File: config.mk
export PLATFORM = sky130hd
export DESIGN_NAME = ika87ad_opfetch
export DESIGN_NICKNAME = d
export VERILOG_FILES = /design/src/rtl/ika87ad_opfetch.sv
export SDC_FILE = /design/constraint.sdc
export NUM_CORES = 1
export LEC_CHECK = 0
export ABC_CLOCK_PERIOD_IN_PS = 1500
export BUFFER_PORTS_ARGS = -buffer_cell sky130_fd_sc_hd__buf_2
export CORE_UTILIZATION = 40
export DETAILED_ROUTE_END_ITERATION = 6
export GPL_TIMING_DRIVEN = 0
export MAX_ROUTING_LAYER = met4
export PLACE_DENSITY = 0.67
export SLEW_MARGIN = 20
export SYNTH_ARGS = -nofsm -noshare
export SYNTH_HDL_FRONTEND = slang
export SYNTH_SLANG_ARGS = --single-unit
File: constraint.sdc
create_clock -name i_EMUCLK -period 1.5 [get_ports i_EMUCLK]
set_input_delay 0.3 -clock i_EMUCLK [delete_from_list [all_inputs] [get_ports i_EMUCLK]]
set_output_delay 0.3 -clock i_EMUCLK [all_outputs]
set_load 0.1 [all_outputs]
File: src/rtl/ika87ad_opfetch.sv
// IKA87AD opcode fetch sequencer: byte-read handshake, prefix paging
// and hardware-interrupt pseudo-opcode injection toward the decoder.
module ika87ad_opfetch (
  input  logic       i_EMUCLK,
  input  logic       i_RST,
  input  logic       i_MCUCLK_PCEN,
  input  logic       i_FETCH_REQ,
  input  logic       i_INT_REQ,
  output logic       o_INT_ACK,
  output logic       o_OPRD_REQ,
  output logic       o_M1,
  input  logic       i_OPRD_ACK,
  input  logic [7:0] i_OPRD_DATA,
  output logic       o_PC_INC,
  output logic [7:0] o_OPCODE,
  output logic [2:0] o_OPCODE_PAGE,
  output logic       o_DISP_VALID,
  input  logic       i_DISP_ACK,
  output logic       o_BUSY
);

  typedef enum logic [2:0] {
    S_IDLE,
    S_RD1,
    S_GAP,
    S_RD2,
    S_DISP
  } state_t;

  state_t     r_state;
  state_t     w_nxt;
  logic [7:0] r_opcode;
  logic [7:0] w_opcode;
  logic [2:0] r_page;
  logic [2:0] w_page;
  logic       r_pc_inc;
  logic       w_pc_inc;
  logic       r_int_ack;
  logic       w_int_ack;
  logic [2:0] w_pfx_pg;
  logic       w_start;

  // Prefix byte to page map; zero means not a prefix
  always_comb begin
    w_pfx_pg = 3'd0;
    case (i_OPRD_DATA)
      8'h48:   w_pfx_pg = 3'd1;
      8'h60:   w_pfx_pg = 3'd2;
      8'h64:   w_pfx_pg = 3'd3;
      8'h70:   w_pfx_pg = 3'd4;
      8'h74:   w_pfx_pg = 3'd5;
      default: w_pfx_pg = 3'd0;
    endcase
  end

  always_comb begin
    w_nxt     = r_state;
    w_opcode  = r_opcode;
    w_page    = r_page;
    w_pc_inc  = 1'b0;
    w_int_ack = 1'b0;
    w_start   = 1'b0;
    unique case (r_state)
      S_IDLE: w_start = 1'b1;
      S_DISP: begin
        if (i_DISP_ACK) begin
          w_nxt   = S_IDLE;
          w_start = 1'b1;
        end
      end
      S_RD1: begin
        if (i_OPRD_ACK) begin
          w_pc_inc = 1'b1;
          if (w_pfx_pg != 3'd0) begin
            w_page = w_pfx_pg;
            w_nxt  = S_GAP;
          end else begin
            w_opcode = i_OPRD_DATA;
            w_page   = 3'd0;
            w_nxt    = S_DISP;
          end
        end
      end
      S_GAP: w_nxt = S_RD2;
      S_RD2: begin
        if (i_OPRD_ACK) begin
          w_pc_inc = 1'b1;
          w_opcode = i_OPRD_DATA;
          w_nxt    = S_DISP;
        end
      end
      default: w_nxt = S_IDLE;
    endcase
    // Decision point shared by IDLE and a dispatch taken back-to-back
    if (w_start && i_FETCH_REQ) begin
      if (i_INT_REQ) begin
        w_opcode  = 8'h73;
        w_page    = 3'd0;
        w_int_ack = 1'b1;
        w_nxt     = S_DISP;
      end else begin
        w_nxt = S_RD1;
      end
    end
  end

  always_ff @(posedge i_EMUCLK or posedge i_RST) begin
    if (i_RST) begin
      r_state   <= S_IDLE;
      r_opcode  <= 8'h00;
      r_page    <= 3'd0;
      r_pc_inc  <= 1'b0;
      r_int_ack <= 1'b0;
    end else if (i_MCUCLK_PCEN) begin
      r_state   <= w_nxt;
      r_opcode  <= w_opcode;
      r_page    <= w_page;
      r_pc_inc  <= w_pc_inc;
      r_int_ack <= w_int_ack;
    end
  end

  assign o_OPRD_REQ    = (r_state == S_RD1) || (r_state == S_RD2);
  assign o_M1          = (r_state == S_RD1);
  assign o_DISP_VALID  = (r_state == S_DISP);
  assign o_BUSY        = (r_state != S_IDLE);
  assign o_OPCODE      = r_opcode;
  assign o_OPCODE_PAGE = r_page;
  assign o_PC_INC      = r_pc_inc;
  assign o_INT_ACK     = r_int_ack;

endmodule

==> impl_metrics.tcl, run 1 <==
set metrics [dict create \
    setup_ws_ps -104 \
    start_util_pct 42.9 \
    syn_area_per_cell_um2 8.58 \
    root_buffer "clkbuf_4" \
    combPwrFrac_pct 68.6 \
    ys_types 39 \
    synthMuxAreaShare_pct 0.926 \
    period_minus_slack_ps 1600 \
    power.density_mw_per_mm2 1800 \
    status "finished with violations" \
    crit_fanout 5 \
    final_max_slew_viol_count 0 \
    sw_frac_of_total_pct 57.9 \
    synth_area_mm2 0.00108 \
    drc 0 \
    die_y_um 54.0 \
    fin_util_pct 61.5 \
    routed_wl_um 3320 \
    cts_sinks 16 \
    finalHoldWorstSlack_ps 75.3 \
    grt_max_degree 17 \
    die_area_mm2 0.00291 \
    fin_nets 189 \
    synthXorXnorAreaFrac_pct 0 \
    p_leak_nw 0.694 \
    yosysSeqAreaShare_pct 37.0 \
    min_path_type "in -> async" \
    max_freq_ghz 0.623 \
    finalPower_mw 2.80 \
    die_w_um 54.0 \
    dpl_cell_area_mm2 0.00133 \
    vias_per_cell 6.01 \
    clk_latency_ps 300 \
    synth_top_family_by_area "compound AO/OA/AOI/OAI gates" \
    track_usage_pct 26.8 \
    vias 1214 \
    synth_cells 126 \
    maxCapViolations 0 \
    grt_pass1_wl_um 5260 \
    worst_pin_slew_ps 663 \
    fin_worst_skew_ps 7.55 \
    port_buffers 31 \
    slew_headroom_pct 55.7 \
    worstSetupEndpointType "output pin" \
    ys_ff_latch 16 \
    start_kind "flip-flop" \
    peakVddDrop_uv 1550 \
    ant_nets 0 \
    antenna_found_initial 0 \
    path_clk_slew_ps 100 \
    violations "setup timing" \
    rr_startpoint "r_state[2]" \
    critPathRequiredTime_ps 1200 \
    core_area_mm2 0.00252 \
    post_drt_wl_per_cell_um 16.4 \
    drt_pass1_iterations 4 \
    top_level_ports 32 \
    final_cell_mix "26 x buf_2, 16 x nand2_1, 14 x buf_4, 12 x o21ai_0, 11 x dfrtp_1" \
    globalRouteOverflowTotal 0 \
    tns_ps -576 \
    final_area_mm2 0.00155 \
    placed_cells 187 \
    synth_fa_ha_area_share_pct 0 \
    grt_pass1_vias 1081 \
    synthSimpleGateAreaFrac_pct 19.6 \
    insertedDiodeCount 0 \
    yosys_warnings 0 \
    power_frac_seq_pct 22.8 \
    mostFrequentLayoutCell "buf_2" \
    clockBufferDepth 2 \
    worstSetupStartpoint "r_state[2]" \
    worstPathArrival_ps 1300 \
    tritoncts "yes" \
    area_growth_syn_to_layout_pct 43.4 \
    dp_hpwl_um 2290 \
    rsz0062_at_grt "true" \
    fin_cells 202 \
    hold_viol 0 \
    pre_cts_ws_ps -394 \
    setup_viol 9 \
    htree_levels 1 \
    internal-power_mw 1.18 \
    cts_inserted_buffers 3 \
    first_iter_violations 39 \
    finalCritPeriodShare_pct 107 \
    rrSetupSlack_ps -100 \
    synthesis.nets 141 \
    fp-row-count 18 \
    p_sw_mw 1.62 \
    crit_type "reg -> out" \
    gp_congestion 0.863 \
    synth_compound_area_share_pct 36.2 \
    final_layout_size_suffix_gt1_share_pct 43.6 \
    clockPowerShare_pct 8.6 \
]
==> cell families (layout without fill, tap and decap cells) <==
kind of cell | after synthesis | count (layout)
compound gates | 55 | 55
buf+inv | 16 | 62
flops | 16 | 16
mux | 1 | 1
simple gates | 38 | 38
==> synthesized netlist by cell type <==
cell type / number / area, µm²
a21o_1: 2 / 15.0
a21oi_1: 7 / 35.0
a221o_1: 3 / 30.0
a221oi_1: 1 / 8.76
a22o_2: 1 / 10.0
a22oi_1: 1 / 7.51
a2bb2oi_1: 2 / 17.5
a31oi_1: 1 / 6.26
a32o_1: 3 / 30.0
and2_4: 1 / 8.76
and2b_2: 1 / 8.76
and3_1: 1 / 6.26
buf_6: 1 / 11.3
clkbuf_1: 4 / 15.0
dfrtp_1: 16 / 400
inv_1: 9 / 33.8
inv_2: 2 / 7.51
mux2i_1: 1 / 10.0
nand2_1: 17 / 63.8
nand2_2: 1 / 6.26
nand2b_1: 1 / 6.26
nand3_1: 2 / 10.0
nand4_1: 4 / 25.0
nor2_1: 4 / 15.0
nor2b_1: 2 / 12.5
nor3_1: 2 / 10.0
nor4b_2: 1 / 15.0
nor4b_4: 1 / 23.8
o2111ai_2: 1 / 15.0
o211ai_1: 1 / 7.51
o21a_1: 2 / 15.0
o21ai_0: 18 / 90.1
o21ai_2: 1 / 8.76
o22a_1: 1 / 8.76
o22ai_1: 1 / 6.26
o31a_1: 3 / 26.3
o31ai_1: 1 / 7.51
o32a_1: 2 / 20.0
o41ai_1: 3 / 26.3
==> cell type report <==
class | count | area (µm²)
Multi-Input combinational cell | 94 | 698
Tap cell | 30 | 37.5
Fill cell | 234 | 972
Clock buffer | 3 | 22.5
Buffer | 5 | 41.3
Timing Repair Buffer | 43 | 287
Inverter | 11 | 57.6
Sequential cell | 16 | 407
==> flip-flops by register name, summed over array words and instances (netlist names) <==
| name | count |
|---|---|
| o_OPCODE_PAGE | 3 |
| o_PC_INC | 1 |
| o_OPCODE | 8 |
| o_INT_ACK | 1 |
| r_state | 3 |
==> worst max-delay path, stage by stage, from the launching register on <==
cell	delay [ps]
dfrtp_2	440
nand2b_4	190
inv_12	80
nand2_8	50
clkinvlp_4	90
buf_12	170
==> layer usage <==
layer,up-vias,global-route usage (%),part of all wire (%)
li1,573,-,-
met1,583,34.6,46
met2,53,41.8,47
met3,5,3.39,5.2
met4,0,12.0,1.6
met5,-,-,0
==> power by group through the flow <==
stage | registers (mW) | clock network, mW | logic (mW)
2_1_floorplan | 1.24 | 0 | 0.798
3_3_place_gp | 0.654 | 0 | 1.62
3_5_place_dp | 0.663 | 0 | 1.64
4_1_cts | 0.636 | 0.250 | 1.87
5_1_grt | 0.655 | 0.267 | 2.01
6_report | 0.638 | 0.240 | 1.92
==> path summary, 6_finish.rpt <==
check,endpoint,cells after the start
setup reg to reg,o_OPCODE[4],6
hold / removal,o_OPCODE_PAGE[1],2
hold reg to reg,o_PC_INC,2
max in group asynchronous,o_OPCODE[3],2
setup / recovery,o_M1,5
min in group i_EMUCLK,o_OPCODE_PAGE[2],2
==> repair_timing <==
item | in CTS | in global routing
resized for setup | 25 | 13
setup endpoints to repair | 16 | 18
pin swaps | 1 | 2
hold buffers | 0 | 0
setup buffers | 10 | 2
gates cloned | 0 | 0
(Power assumes the default switching activity.)
==> run 2, diff against run 1 <==
GPL_TIMING_DRIVEN = unset   (was 0)
==> run 2 against run 1 <==
  * The flow still finishes with violations (setup timing)
  * Die area is the same
  * Count of clock-buffer cells in the layout up 1
  * Power is 22% higher
  * Register-to-register slack got worse by 70 ps
  * Global-route usage up 4.1 points
  * Combinational power up 27%
  * Design area rose by 32%
==> impl_metrics.tcl, run 2 (synthesis results as in run 1) <==
set metrics [dict create \
    critPathRequiredTime_ps 1200 \
    track_usage_pct 30.9 \
    die_w_um 54.0 \
    port_buffers 31 \
    peakVddDrop_uv 1740 \
    slew_headroom_pct 67.6 \
    cts_sinks 16 \
    hold_viol 0 \
    drt_pass1_iterations 7 \
    fin_worst_skew_ps 4.01 \
    core_area_mm2 0.00252 \
    rsz0062_at_grt "true" \
    period_minus_slack_ps 1690 \
    worst_pin_slew_ps 490 \
    drc 0 \
    first_iter_violations 76 \
    routed_wl_um 4470 \
    grt_max_degree 17 \
    start_kind "flip-flop" \
    p_leak_nw 0.948 \
    fillers 138 \
    tns_ps -1520 \
    fp-row-count 18 \
    ant_nets 0 \
    grt_pass1_wl_um 6020 \
    start_util_pct 42.9 \
    endpoint "o_M1" \
    clockBufferDepth 2 \
    mostFrequentLayoutCell "buf_4" \
    reg2reg_to "o_OPCODE[3]" \
    crit_type "reg -> out" \
    placed_cells 222 \
    r2r_cells 6 \
    setup_ws_ps -193 \
    final_cell_mix "41 x buf_4, 24 x buf_2, 15 x buf_6, 13 x dfrtp_1" \
    rrSetupSlack_ps -170 \
    path_clk_slew_ps 100 \
    worstPathArrival_ps 1390 \
    grt_pass1_vias 1321 \
    min_path_type "in -> reg" \
    vias_per_cell 6.01 \
    insertedDiodeCount 0 \
    final_max_slew_viol_count 0 \
    setup_viol 15 \
    cts_inserted_buffers 3 \
    gp_congestion 0.947 \
    globalRouteOverflowTotal 0 \
    fin_cells 244 \
    max_freq_ghz 0.591 \
    die_area_mm2 0.00291 \
    largest_reg_flops 8 \
    vias 1467 \
    worstSetupEndpointType "output pin" \
    power.density_mw_per_mm2 1660 \
    finalCritPeriodShare_pct 113 \
    post_drt_wl_per_cell_um 18.3 \
    crit_fanout 5 \
    antenna_found_initial 0 \
    htree_levels 1 \
    root_buffer "clkbuf_4" \
    die_y_um 54.0 \
    worstSetupStartpoint "r_state[1]" \
    violations "setup timing" \
    final_layout_size_suffix_gt1_share_pct 59.8 \
    status "finished with violations" \
    rr_startpoint "r_state[1]" \
    top_level_ports 32 \
    whs_path_depth 2 \
    tritoncts "yes" \
    area_growth_syn_to_layout_pct 89.1 \
    maxCapViolations 0 \
    dp_hpwl_um 2650 \
    fin_nets 230 \
    clk_latency_ps 300 \
]
run 2: cell count changes in the layout (fill, tap and decap cells not counted), sizes merged:
cell and change:
clkinvlp +1, clkbuf +1, inv -1, buf +40, dlygate4sd3 +1
run 2: how the worst min path moves through the flow:
stage,start,to
after floorplan,i_RST,o_INT_ACK
after global placement,i_RST,o_OPCODE[6]
after detailed placement,i_RST,o_PC_INC
after CTS,i_OPRD_DATA[4],o_OPCODE_PAGE[2]
after global routing,i_OPRD_DATA[4],o_OPCODE_PAGE[2]
final,i_OPRD_DATA[4],o_OPCODE_PAGE[2]
run 2: metal layers:
metal / share of wire [%] / global-route usage [%] / vias to the layer above
li1: - / - / 658
met1: 40 / 38.5 / 678
met2: 47 / 46.5 / 105
met3: 8.8 / 5.65 / 26
met4: 4.3 / 17.5 / 0
met5: 0 / - / -
run 2: report_power, final:
part,total [mW],switching [mW],internal [mW]
clock network,0.306,0.157,0.148
registers,0.657,0.118,0.539
logic,2.44,1.55,0.893
total,3.40,1.82,1.58
run 2: repair_timing:
action | in CTS | in global routing
endpoints found under the hold margin | 9 | 0
setup buffers | 10 | 7
hold buffers | 1 | 0
resized for setup | 20 | 32
endpoints found under the setup margin | 16 | 20
pin swaps | 8 | 9
run 2: area by class of cell:
cell class	instances	area (µm²)	share of cell area, %
sequential	16	404	19.8
multi-input combinational	94	776	37.9
tap	30	37.5	1.84
inverter	11	61.3	3.00
timing repair buffer	89	729	35.7
clock buffer	4	36.3	1.77
run 2: worst max-delay path, cell delays in order, from the launching register on:
cell and delay [ps]:
dfrtp_1 380, buf_6 140, clkinvlp_4 150, nand2_8 110, clkinvlp_4 110, buf_12 180
run 2: metrics by stage:
stage	total power [mW]	setup slack [ps]	hold slack (ps)	instance area [µm²]	util, %
6_report	3.40	-193	285	2040	81.1
5_1_grt	3.53	-256	278	2040	81.1
4_1_cts	3.15	-139	295	1870	74.0
3_5_place_dp	2.68	-143	319	1660	65.9
3_3_place_gp	2.65	-117	318	1660	65.9
2_1_floorplan	2.04	-364	214	1130	-
